**src/rtl/abc_gate.sv**
```systemverilog
// abc_gate: three-input select function y = a&b | ~b&c, with a registered
// copy, single-cycle edge pulses and a saturating count of high cycles.
//
// The combinational path is the only thing glue logic should tap; the
// registered outputs all share one clock and one asynchronous active-low
// reset, so downstream synchronous logic sees a coherent snapshot of y.
module abc_gate #(
   parameter int CNT_W = 16
) (
   input  logic             clk,
   input  logic             rst_n,
   input  logic             a,
   input  logic             b,
   input  logic             c,
   output logic             y,
   output logic             y_q,
   output logic             y_rise,
   output logic             y_fall,
   output logic [CNT_W-1:0] hi_cnt
);

   // All-ones is the saturation point; one is the increment step.
   localparam logic [CNT_W-1:0] CNT_MAX = {CNT_W{1'b1}};
   localparam logic [CNT_W-1:0] CNT_ONE = {{(CNT_W-1){1'b0}}, 1'b1};

   // Select function plus the consensus term a&c: when a=c=1 the output is
   // held high by a&c while b changes, so the mux cannot glitch low.
   assign y = (a & b) | (~b & c) | (a & c);

   // Registered copy, edge pulses and saturating high-cycle counter.
   // Edge pulses compare the new sample against the previous y_q, so after
   // reset a high first sample produces a rise pulse.
   always_ff @(posedge clk or negedge rst_n) begin
      if (!rst_n) begin
         y_q    <= 1'b0;
         y_rise <= 1'b0;
         y_fall <= 1'b0;
         hi_cnt <= '0;
      end else begin
         y_q    <= y;
         y_rise <= y & ~y_q;
         y_fall <= ~y & y_q;
         if (y && (hi_cnt != CNT_MAX)) begin
            hi_cnt <= hi_cnt + CNT_ONE;
         end
      end
   end

endmodule

```
**config.mk**
```make
export PLATFORM = sky130hd
export DESIGN_NAME = abc_gate
export DESIGN_NICKNAME = d
export VERILOG_FILES = /design/src/rtl/abc_gate.sv
export SDC_FILE = /design/constraint.sdc
export NUM_CORES = 1
export LEC_CHECK = 0
export CAP_MARGIN = 20
export CORE_MARGIN = 3
export CORE_UTILIZATION = 47
export CTS_BUF_LIST = sky130_fd_sc_hd__clkbuf_8
export DETAILED_ROUTE_END_ITERATION = 12
export GPL_TIMING_DRIVEN = 0
export PLACE_DENSITY = 0.79
export SYNTH_ARGS = -nofsm -noshare
export SYNTH_HDL_FRONTEND = slang
export SYNTH_SLANG_ARGS = --single-unit
```
**constraint.sdc**
```tcl
create_clock -name clk -period 2.3 [get_ports clk]
set_clock_uncertainty 0.2 [all_clocks]
set_input_delay 0.23 -clock clk [delete_from_list [all_inputs] [get_ports clk]]
set_output_delay 0.23 -clock clk [all_outputs]
set_load 0.05 [all_outputs]
```
==> results by group, run 1 <==
STA
  • Fin. Hold Viols: 0
  • Final period util: 0.908
  • Final Max Tran Viols: 0
  • FMAX: 0.479 GHz
  • Final WS setup: 0.211 ns
  • Worst rel slew slack: 0.448
  • Minimum clock period: 2.09 ns
  • Final setup fails: 0
  • Worst slew pin tran: 0.825 ns
  • Worst hold slack: 0.259 ns
  • RSZ-0062 raised after global routing: no

Synth
  • Seq cells post-synth: 19
  • Synthesis Warnings: 0
  • Distinct cell type count of the synthesized netlist: 26
  • Synthesized area per cell: 11.6 µm²
  • Post-Syn Nets: 82
  • Ranking of synthesized cells by area: dfrtp_1, xnor2_1, nand4_1
  • Cell Area, Synth: 878 µm²
  • Sequential-to-total area share from yosys stat: 0.541
  • Synth Instances: 76
  • Largest area contributor in the synthesized netlist: dfrtp_1
  • Yosys top cell area share: 0.541

Critical path
  • CP max-delay cell: dfrtp_2
  • Reg2Reg Launch Point: hi_cnt[0]$_DFFE_PN0P_
  • Data required time of the critical path: 2.23 ns
  • Worst setup SP type: flop
  • Crit path cell chain: ha_1 -> nand4_1 -> or4_1 -> buf_2 -> nand2_1 -> mux2_1
  • Delay-heaviest family, CP: simple AND/OR/NAND/NOR gates
  • Worst endpoint data arrival time: 2.02 ns
  • R2R cell count: 6
  • Critical path class: flop to flop
  • FF-to-FF End: hi_cnt[1]$_DFFE_PN0P_
  • Worst Path Max Fanout: 6
  • CP endpoint kind: flop
  • Critical Path Start: hi_cnt[0]$_DFFE_PN0P_
  • Max incr delay on CP: 0.41 ns
  • Flop2flop setup slack: 0.21 ns
  • Buf/Inv on CP: 1

Placement
  • Gpl congestion: 0.748
  • Placed Area: 0.00115 mm²
  • DP Wirelength: 1340 µm
  • IO buf count: 24
  • Pre-CTS WS: -0.0655 ns

Clock network
  • Postcts setup bufs: 0
  • Clk slew on worst S/H paths: 0.07 ns
  • CTS root buf: clkbuf_8
  • Total CTS buffers: 3
  • Clk_lat worst skew: 0.24 ns
  • TritonCTS clock tree: built
  • TritonCTS sink count: 19
  • Clock Path Buffers: 2
  • H-tree levels: 1
  • Hold buffers post-CTS: 0

Power and ir drop
  • Sw Pwr: 0.498 mW
  • Sw Share: 0.417
  • Reg power frac: 0.407
  • Max IR drop VDD: 1.13 mV
  • Comb pwr share: 0.412
  • P_leak: 0.524 nW
  • Internal power: 0.695 mW
  • Clock share of power: 0.182
  • P per Cell Area: 998 mW/mm²

GRT
  • Global-route wire length before repair: 3190 µm
  • M2 GR Usage: 0.277
  • Met3 GRT Util: 0.0245
  • Initial antenna violation count: 0
  • GRT Total Usage: 0.169
  • Met1 GRT Util: 0.222
  • GR peak layer: met2
  • Largest net degree at the start of global routing: 20
  • Vias in the first global route: 688
  • Global route total overflow: 0

Routing
  • Vias per cell: 5.09
  • Vias: 652
  • DRC Markers: 0
  • Avg WL per Cell: 13.8 µm
  • TritonRoute pass-1 iters: 4
  • Routed Wire Length: 1760 µm
  • Initial DRC count: 10
  • ANT nets after route: 0

Cells and area
  • Inserted Diodes: 0
  • Layout cells sized above 1: 0.106
  • Final nets: 111
  • Most common cell after layout, fill and taps aside: clkdlybuf4s50_1
  • Layout Area Growth over Synthesis: 36.0%
  • Final instance area: 0.00119 mm²
  • Commonest cells after routing, fill and taps aside: clkdlybuf4s50_1, dfrtp_1, xnor2_1
  • Final core area utilization: 0.733

Die
  • Die area: 0.00242 mm²
  • Die W: 49.2 µm
  • Initial Util: 0.539
  • Overall die height: 49.2 µm
  • Placeable Area: 0.00163 mm²
  • Site row count: 14
  • Top Ports: 25

Run status
  • Status: complete, no violations

Worst hold path
  • Hold WC Path Type: input port to asynchronous set/reset pin

Job
  • MaxCap Viol Count: 0
-- sequential cells by signal, summed over array words and instances, names as in the netlist --
register,cells
y_q,1
y_fall,1
hi_cnt,16
y_rise,1
-- area by class of cell --
type / count / area, µm²
well taps: 24 / 30.0
fillers: 133 / 434
repair buffers: 24 / 239
clock inverters: 1 / 3.75
plain buffers: 1 / 5.00
inverters: 1 / 3.75
multi-input cells: 55 / 394
flip-flops and latches: 19 / 478
clock buffers: 3 / 41.3
-- power by group through the flow --
stage                     Sequential (mW)  Combinational [mW]  Clock [mW]
after floorplan                     0.690               0.117           0
after global placement              0.485               0.488           0
after detailed placement            0.488               0.498           0
after CTS                           0.484               0.498       0.227
after global routing                0.498               0.521       0.244
final                               0.485               0.491       0.217
-- cells in the mapped netlist, drive strengths merged --
master	number
nor4b	1
and2	1
nor2	4
buf	1
a21oi	2
nor3	2
inv	1
or4	1
xor2	4
and4	1
o2111a	1
nand2b	1
xnor2	8
and3	5
mux2i	1
mux2	3
nand4	8
dfrtp	19
ha	1
nand2	5
nand3	5
nor3b	1
-- what timing repair did --
| action | CTS | global route |
|---|---|---|
| resized for setup | 1 | 0 |
| endpoints found under the setup margin | 1 | 0 |
| endpoints found under the hold margin | 0 | 0 |
-- cells by family after synthesis --
group | count (synthesis) | share of synthesized area
AOI/OAI and AO/OA | 3 | 0.0242
xor gates and xnor gates | 12 | 0.120
adders and majority gates | 1 | 0.0142
buffers and inverters | 2 | 0.00996
DFF | 19 | 0.541
muxes | 4 | 0.0499
and+or+nand+nor | 35 | 0.241
-- per-layer routing --
layer | wire length, µm | vias up | share of wire
met4 | 20 | 0 | 0.011
met1 | 803 | 308 | 0.46
met5 | 0 | - | 0
li1 | - | 330 | -
met3 | 45 | 2 | 0.026
met2 | 894 | 12 | 0.51
-- how the worst max path moves through the flow --
| stage | end | cells after the start |
|---|---|---|
| floorplan | hi_cnt[1]$_DFFE_PN0P_ | 5 |
| global placement | y | 4 |
| detailed placement | y | 4 |
| CTS | y | 4 |
| global route | hi_cnt[1]$_DFFE_PN0P_ | 6 |
| finish | hi_cnt[1]$_DFFE_PN0P_ | 6 |
-- stage by stage --
step	setup TNS [ns]	power [mW]	cells
floorplan	0	0.808	76
global route	0	1.26	128
finish	0	1.19	128
detailed placement	-0.0655	0.986	124
CTS	0	1.21	128
global placement	0	0.972	124
(Power assumes the default switching activity.)
==> run 2, diff against run 1 <==
- PLACE_DENSITY: 0.79 -> 0.89
==> results by group, run 2 (synthesis gave the netlist of run 1 again) <==
Critical path
  • Worst setup SP type: flop
  • Data required time of the critical path: 2.23 ns
  • Worst Path Max Fanout: 6
  • CP max-delay cell: dfrtp_2
  • Worst endpoint data arrival time: 2.03 ns
  • Crit path cell chain: ha_1 -> nand4_1 -> or4_1 -> buf_2 -> nand2_1 -> mux2_1
  • CP endpoint kind: flop
  • Critical path class: flop to flop
  • Max incr delay on CP: 0.41 ns

GRT
  • Largest net degree at the start of global routing: 20
  • GRT Total Usage: 0.164
  • Global route total overflow: 0
  • Initial antenna violation count: 0
  • Global-route wire length before repair: 3200 µm
  • Vias in the first global route: 730

Cells and area
  • Filler Cells Inserted: 119
  • Inserted Diodes: 0
  • Largest Register: hi_cnt
  • Layout Area Growth over Synthesis: 36.0%
  • Layout cells sized above 1: 0.106
  • Final nets: 111
  • Commonest cells after routing, fill and taps aside: clkdlybuf4s50_1, dfrtp_1, xnor2_1
  • Most common cell after layout, fill and taps aside: clkdlybuf4s50_1
  • FF/Latch Area: 478 µm²
  • Final cell count without fillers: 128
  • Area of the multi-input gates: 394 µm²
  • Flip-flop count of the largest register after layout: 16
  • Final instance area: 0.00119 mm²

STA
  • RSZ-0062 raised after global routing: no
  • Final setup fails: 0
  • FMAX: 0.476 GHz
  • Final period util: 0.914
  • Final Max Tran Viols: 0
  • Worst rel slew slack: 0.445
  • Minimum clock period: 2.10 ns
  • Worst slew pin tran: 0.830 ns
  • Fin. Hold Viols: 0

Clock network
  • CTS root buf: clkbuf_8
  • Postcts setup bufs: 0
  • Post-CTS resize count: 1
  • Total CTS buffers: 3
  • Clock Path Buffers: 2
  • TritonCTS sink count: 19
  • TritonCTS clock tree: built
  • Hold buffers post-CTS: 0
  • Clk_lat worst skew: 0.24 ns
  • H-tree levels: 1
  • Clk slew on worst S/H paths: 0.07 ns

Die
  • Top Ports: 25
  • Placeable Area: 0.00163 mm²
  • Overall die height: 49.2 µm
  • Die area: 0.00242 mm²
  • Die W: 49.2 µm
  • Site row count: 14
  • Initial Util: 0.539

Placement
  • IO buf count: 24
  • DP Wirelength: 1320 µm
  • Placed cells: 124
  • Gpl congestion: 0.770
  • Placed Area: 0.00115 mm²

Power and ir drop
  • Max IR drop VDD: 0.945 mV
  • P per Cell Area: 1000 mW/mm²
  • P_leak: 0.524 nW
  • Design Power: 1.20 mW

Worst hold path
  • Hold WC Path Type: input port to asynchronous set/reset pin

Routing
  • Avg WL per Cell: 14.0 µm
  • Initial DRC count: 15
  • Vias: 686
  • Routed Wire Length: 1790 µm
  • TritonRoute pass-1 iters: 4
  • Vias per cell: 5.36
  • DRC Markers: 0
  • ANT nets after route: 0

Run status
  • Status: complete, no violations

Job
  • MaxCap Viol Count: 0
run 2: cell counts in the layout (fill, tap and decap cells not counted):
No cell type changed its count.
run 2: final cells by class:
type,instances,share of cell area
tap,24,0.0251
timing repair buffer,24,0.200
inverter,1,0.00314
clock inverter,1,0.00314
buffer,1,0.00419
clock buffer,3,0.0346
sequential,19,0.400
multi-input combinational,55,0.330
run 2: worst paths after layout:
check	from	to	slack, ns	cells past startpoint
hold / removal	rst_n	hi_cnt[4]$_DFFE_PN0P_	0.26	1
min in group clk	y_q$_DFF_PN0_	y_rise$_DFF_PN0_	0.26	1
max in group asynchronous	rst_n	hi_cnt[1]$_DFFE_PN0P_	1.07	1
setup / recovery	hi_cnt[0]$_DFFE_PN0P_	hi_cnt[1]$_DFFE_PN0P_	0.20	6
setup reg to reg	hi_cnt[0]$_DFFE_PN0P_	hi_cnt[1]$_DFFE_PN0P_	0.20	6
hold reg to reg	y_q$_DFF_PN0_	y_rise$_DFF_PN0_	0.26	1
run 2: worst max-delay path: cells and delay by family (launching register included):
family / cells / cell delay (ns)
adders and majority gates: 1 / 0.23
DFF: 1 / 0.41
buffers and inverters: 1 / 0.17
muxes: 1 / 0.33
and+or+nand+nor: 3 / 0.64
run 2: power by group:
part,internal (mW),switching (mW),leakage [nW]
Combinational,0.177,0.315,0.250
Sequential,0.400,0.0880,0.247
Clock,0.118,0.0983,0.0269
run 2: metal layers:
metal  up-vias  wire (µm)  global-route usage
met3         4         59              0.0275
met1       333        770               0.215
met2        18        934               0.279
li1        331          -                   -
met4         0         22              0.0427
met5         -          0                   0
run 2: metrics by stage:
step                       util  setup slack [ns]  hold WS [ns]  TNS [ns]
final                     0.733             0.198         0.256         0
after detailed placement  0.707           -0.0414         0.243   -0.0414
after global placement    0.707            0.0150         0.226         0
after global routing      0.733            0.0798         0.284         0
after CTS                 0.733             0.184         0.254         0
after floorplan               -            0.0304        -0.266         0
